==> config.mk <==
export PLATFORM = sky130hd
export DESIGN_NAME = cpu6_csrfile
export DESIGN_NICKNAME = d
export VERILOG_FILES = /design/src/rtl/cpu6_csrfile.sv
export SDC_FILE = /design/constraint.sdc
export NUM_CORES = 1
export LEC_CHECK = 0
export ABC_AREA = 1
export CORE_MARGIN = 2
export CORE_UTILIZATION = 30
export CTS_CLUSTER_SIZE = 8
export DETAILED_ROUTE_END_ITERATION = 6
export PLACE_DENSITY = 0.59
export SLEW_MARGIN = 20
export SYNTH_ARGS = -nofsm -noshare
export SYNTH_HDL_FRONTEND = slang
export SYNTH_SLANG_ARGS = --single-unit
==> constraint.sdc <==
create_clock -name clk -period 1.5 [get_ports clk]
set_input_delay 0.225 -clock clk [delete_from_list [all_inputs] [get_ports clk]]
set_output_delay 0.225 -clock clk [all_outputs]
set_load 0.005 [all_outputs]
==> src/rtl/cpu6_csrfile.sv <==
// cpu6_csrfile: machine-mode CSR file with trap/mret state and trap vector.
// Optional 64-bit mcycle/minstret counters when CPU6_CSR_COUNTERS_EN is defined.
module cpu6_csrfile #(
  parameter logic [31:0] RESET_MTVEC = 32'h0000_0000,
  parameter logic [31:0] MISA_VALUE  = 32'h4000_0100
) (
  input  logic        clk,
  input  logic        resetn,
  input  logic        csr_en,
  input  logic [1:0]  csr_wsc,
  input  logic        csr_rs1uimm,
  input  logic [4:0]  csr_rs1idx,
  input  logic [11:0] csr_addr,
  input  logic [31:0] rs1_data,
  output logic [31:0] csr_rdata,
  output logic        csr_illegal,
  input  logic        exc_valid,
  input  logic [31:0] exc_pc,
  input  logic [31:0] exc_instr,
  input  logic        mret,
  input  logic        instr_retire,
  output logic [31:0] trap_vec,
  output logic [31:0] epc
);
  localparam logic [1:0] CSR_WSC_W = 2'b01;
  localparam logic [1:0] CSR_WSC_S = 2'b10;
  localparam logic [1:0] CSR_WSC_C = 2'b11;
  logic        mie, mpie;
  logic [29:0] mtvec_q, mepc_q;
  logic [31:0] mscratch, mcause, mtval;
  logic        impl, wr_req, we;
  logic [31:0] old_val, operand, new_val;
`ifdef CPU6_CSR_COUNTERS_EN
  logic [63:0] mcycle, minstret;
`endif
  assign operand = csr_rs1uimm ? {27'b0, csr_rs1idx} : rs1_data;
  assign new_val = csr_wsc == CSR_WSC_S ? old_val | operand :
                   csr_wsc == CSR_WSC_C ? old_val & ~operand : operand;
  assign wr_req = csr_en & (csr_wsc == CSR_WSC_W | csr_rs1idx != 5'd0);
  assign csr_illegal = csr_en & (~impl | (csr_addr[11:10] == 2'b11 & wr_req));
  assign we = wr_req & ~csr_illegal & ~exc_valid;
  assign csr_rdata = csr_en ? old_val : 32'b0;
  assign trap_vec = {mtvec_q, 2'b00};
  assign epc = {mepc_q, 2'b00};
  always_comb begin
    impl = 1'b1;
    old_val = 32'b0;
    case (csr_addr)
      12'h300: old_val = {19'b0, 2'b11, 3'b0, mpie, 3'b0, mie, 3'b0};
      12'h301: old_val = MISA_VALUE;
      12'h305: old_val = {mtvec_q, 2'b00};
      12'h340: old_val = mscratch;
      12'h341: old_val = {mepc_q, 2'b00};
      12'h342: old_val = mcause;
      12'h343: old_val = mtval;
      12'hF14: old_val = 32'b0;
`ifdef CPU6_CSR_COUNTERS_EN
      12'hB00: old_val = mcycle[31:0];
      12'hB80: old_val = mcycle[63:32];
      12'hB02: old_val = minstret[31:0];
      12'hB82: old_val = minstret[63:32];
`endif
      default: impl = 1'b0;
    endcase
  end
  always_ff @(posedge clk or negedge resetn) begin
    if (!resetn) begin
      mie      <= 1'b0;
      mpie     <= 1'b0;
      mtvec_q  <= RESET_MTVEC[31:2];
      mepc_q   <= 30'b0;
      mscratch <= 32'b0;
      mcause   <= 32'b0;
      mtval    <= 32'b0;
    end else if (exc_valid) begin
      mepc_q <= exc_pc[31:2];
      mcause <= 32'd2;
      mtval  <= exc_instr;
      mpie   <= mie;
      mie    <= 1'b0;
    end else begin
      if (mret) begin
        mie  <= mpie;
        mpie <= 1'b1;
      end else if (we && csr_addr == 12'h300) begin
        mie  <= new_val[3];
        mpie <= new_val[7];
      end
      if (we && csr_addr == 12'h305) mtvec_q <= new_val[31:2];
      if (we && csr_addr == 12'h340) mscratch <= new_val;
      if (we && csr_addr == 12'h341) mepc_q <= new_val[31:2];
      if (we && csr_addr == 12'h342) mcause <= new_val;
      if (we && csr_addr == 12'h343) mtval <= new_val;
    end
  end
`ifdef CPU6_CSR_COUNTERS_EN
  // an explicit write to either half freezes the whole counter for that cycle
  always_ff @(posedge clk or negedge resetn) begin
    if (!resetn) begin
      mcycle   <= 64'b0;
      minstret <= 64'b0;
    end else begin
      if (we && csr_addr == 12'hB00) mcycle[31:0] <= new_val;
      else if (we && csr_addr == 12'hB80) mcycle[63:32] <= new_val;
      else mcycle <= mcycle + 64'd1;
      if (we && csr_addr == 12'hB02) minstret[31:0] <= new_val;
      else if (we && csr_addr == 12'hB82) minstret[63:32] <= new_val;
      else minstret <= minstret + {63'b0, instr_retire};
    end
  end
`else
  logic unused_retire;
  assign unused_retire = instr_retire;
`endif
endmodule

==> results.tsv <==
stage	metric	value	unit
run_status	status	finished, violations left	
run_status	violations	negative setup slack	
timing	fin_crit	1.94	ns
clock_network	root_buffer	clkbuf_16	
timing	final-setup-viol-count	251	
clock_network	h-tree-depth	4	
timing	max_freq	516	MHz
place	io_buffers	211	
cells_and_area	antenna_cells	0	
route	vias	12597	
clock_network	cts_tree	done	
floorplanning	die_y	182	microns
critical_path	endpoint_kind	output port	
yosys	syn_avg_cell_area	6.53	sq um
timing	fin_ws	-0.437	ns
route	avgViaCountPerCell	5.28	
yosys	ys_types	31	
critical_path	cp_slowest_cell	a21oi_2	
critical_path	cp.arrival	1.71	ns
floorplanning	dieArea	33200	sq um
critical_path	critPathLaunchType	primary input	
timing	final_max_slew_viol_count	0	
power	p_leak	9.71	nW
power	power	0.0114	W
floorplanning	ioPinCount	219	
place	placed_area	13900	sq um
cells_and_area	nNetsFinal	2094	
min_path	hold_class	primary input to async pin	
clock_network	path_clk_slew	0.07	ns
critical_path	critPathKind	primary input to output port	
place	placed_cells	2196	
floorplanning	core_region_area	31400	sq um
cells_and_area	layout_common_cells	nand2_1 (566), buf_4 (203), nand3_1 (174)	
clock_network	clockBufferDepth	2	
power	p_per_area	632	nW/um^2
global_routing	grt_max_degree	45	
yosys	synth_ff_type	dfrtp_1	
critical_path	slowest_delay	0.21	ns
yosys	synth_seq_cells	158	
route	first_iter_violations	1243	
yosys	synth_edf_count	0	
cells_and_area	drive_above_1_share	40.3	%
place	gp_congestion	0.855	
critical_path	cp_cell_sequence	buf_12 -> nor2_4 -> nand2_4 -> nor2_4 -> buf_4 -> buf_8 -> buf_6 -> buf_4 -> nand3_1 -> nand2_1 -> nor2_2 -> a21oi_2 -> buf_2	
cells_and_area	final_common_cell	nand2_1	
floorplanning	dieWidth	182	microns
clock_network	numCtsBuffers	17	
cells_and_area	area_delta_synth_final	89.3	%
global_routing	grt_pass1_wl	71400	microns
global_routing	antenna_found_initial	0	
timing	timing.final.crit_share	129	%
global_routing	overflow	0	
route	postRouteAntennaNets	0	
global_routing	grt_usage	28.4	%
place	dp.final_hpwl	28800	microns
clock_network	clkLatencyLatePin	0.46	ns
route	routedWlPerCell	20.7	microns
critical_path	required	1.27	ns
critical_path	critPathBufInv	6	
cells_and_area	fin_area	18000	sq um
yosys	async_flop_share	100	%
clock_network	numClockSinks	158	
run	drv_cap	0	
yosys	synth_warnings	0	
yosys	syn_area	9530	sq um
cells_and_area	final_cells	2387	
route	drt_pass1_iterations	5	
route	drc_errors	0	
yosys	netlist_instances	1459	
power	ir_drop	0.000880	V
floorplanning	rows	65	
floorplanning	initial_core_util	30.4	%
yosys	seq_area_frac_synth	41.5	%
route	wl	49300	microns
critical_path	cp_max_fo	3	
global_routing	grt_pass1_vias	12337	
timing	rsz0062_at_grt	true	
timing	finClkSkew	0.0185	ns
timing	hold_viol_final	0	
critical_path	critical-path-top-delay-family	buffers and inverters	
-- cells by family (layout without fill, tap and decap cells) --
logic type      count (synthesis)  after routing  share of synthesized area [%]
other cells                     1              4                         0.0393
buf+inv                       144            667                           6.71
mux                             2              2                          0.210
flops                         158            158                           41.5
simple gates                 1075           1075                           46.6
compound gates                 79             79                           4.95
-- state kept, by name (all words and copies together) (netlist names) --
name and cells:
mcause 32, mepc_q 30, mie 1, mpie 1, mscratch 32, mtval 32
mtvec_q 30
-- metal layers --
| metal | routed length (microns) | global-route usage [%] |
|---|---|---|
| met5 | 0 | 0 |
| met4 | 2680 | 13.9 |
| met3 | 4110 | 5.99 |
| met2 | 23400 | 46.6 |
| met1 | 19100 | 35.5 |
-- stage by stage --
step	TNS (ns)	hold WS (ns)	setup slack (ns)	util, %
final	-70.10	0.254	-0.437	57.5
after global routing	-83.41	0.292	-0.506	57.5
after CTS	-75.22	0.260	-0.507	54.6
after detailed placement	-195.21	0.160	-1.19	44.3
after global placement	-187.97	0.161	-1.17	44.3
after floorplan	-6.50	-0.0706	-0.116	-
-- cells in the mapped netlist, drive strengths merged, types with 2 or more instances --
cell	number	area, sq um
nand3	247	1240
nand4	5	37.5
nor2	75	324
dfrtp	158	3950
buf	46	272
mux2i	2	20.0
o21ai	26	130
clkbuf	44	165
nand2	740	2790
or2	4	25.0
nand3b	2	15.0
inv	54	203
a21oi	19	95.1
o21bai	25	188
a31oi	6	37.5
-- repair_timing --
action	in CTS	in global routing
hold endpoints to repair	26	0
setup endpoints to repair	251	251
resized for setup	521	231
hold buffers	1	0
pin swaps	162	107
gates cloned	24	2
buffers inserted	136	27
-- power by group --
| group | internal (W) | total, W | switching, W |
|---|---|---|---|
| clock network | 0.00254 | 0.00472 | 0.00217 |
| logic | 0.00102 | 0.00211 | 0.00109 |
| registers | 0.00443 | 0.00457 | 0.000137 |
-- final cells by class --
cell class	instances	area (sq um)
tap	402	503
clock buffer	17	425
clock inverter	15	191
inverter	54	260
sequential	158	3950
timing repair buffer	581	6240
fill	2669	13400
multi-input combinational	1160	6470
-- final timing paths --
kind                              startpoint            end  slack [ns]  cells past startpoint
min in group clk                   exc_valid      mepc_q[1]        0.38                      6
max in group asynchronous             resetn     mcause[23]        0.66                      3
worst min-delay path                  resetn     mepc_q[28]        0.25                      2
worst min register to register   mscratch[9]    mscratch[9]        0.48                      2
worst max register to register    mepc_q[17]    mtvec_q[17]       -0.29                     11
worst max-delay path            csr_addr[11]  csr_rdata[12]       -0.44                     13
(Power assumes the default switching activity.)
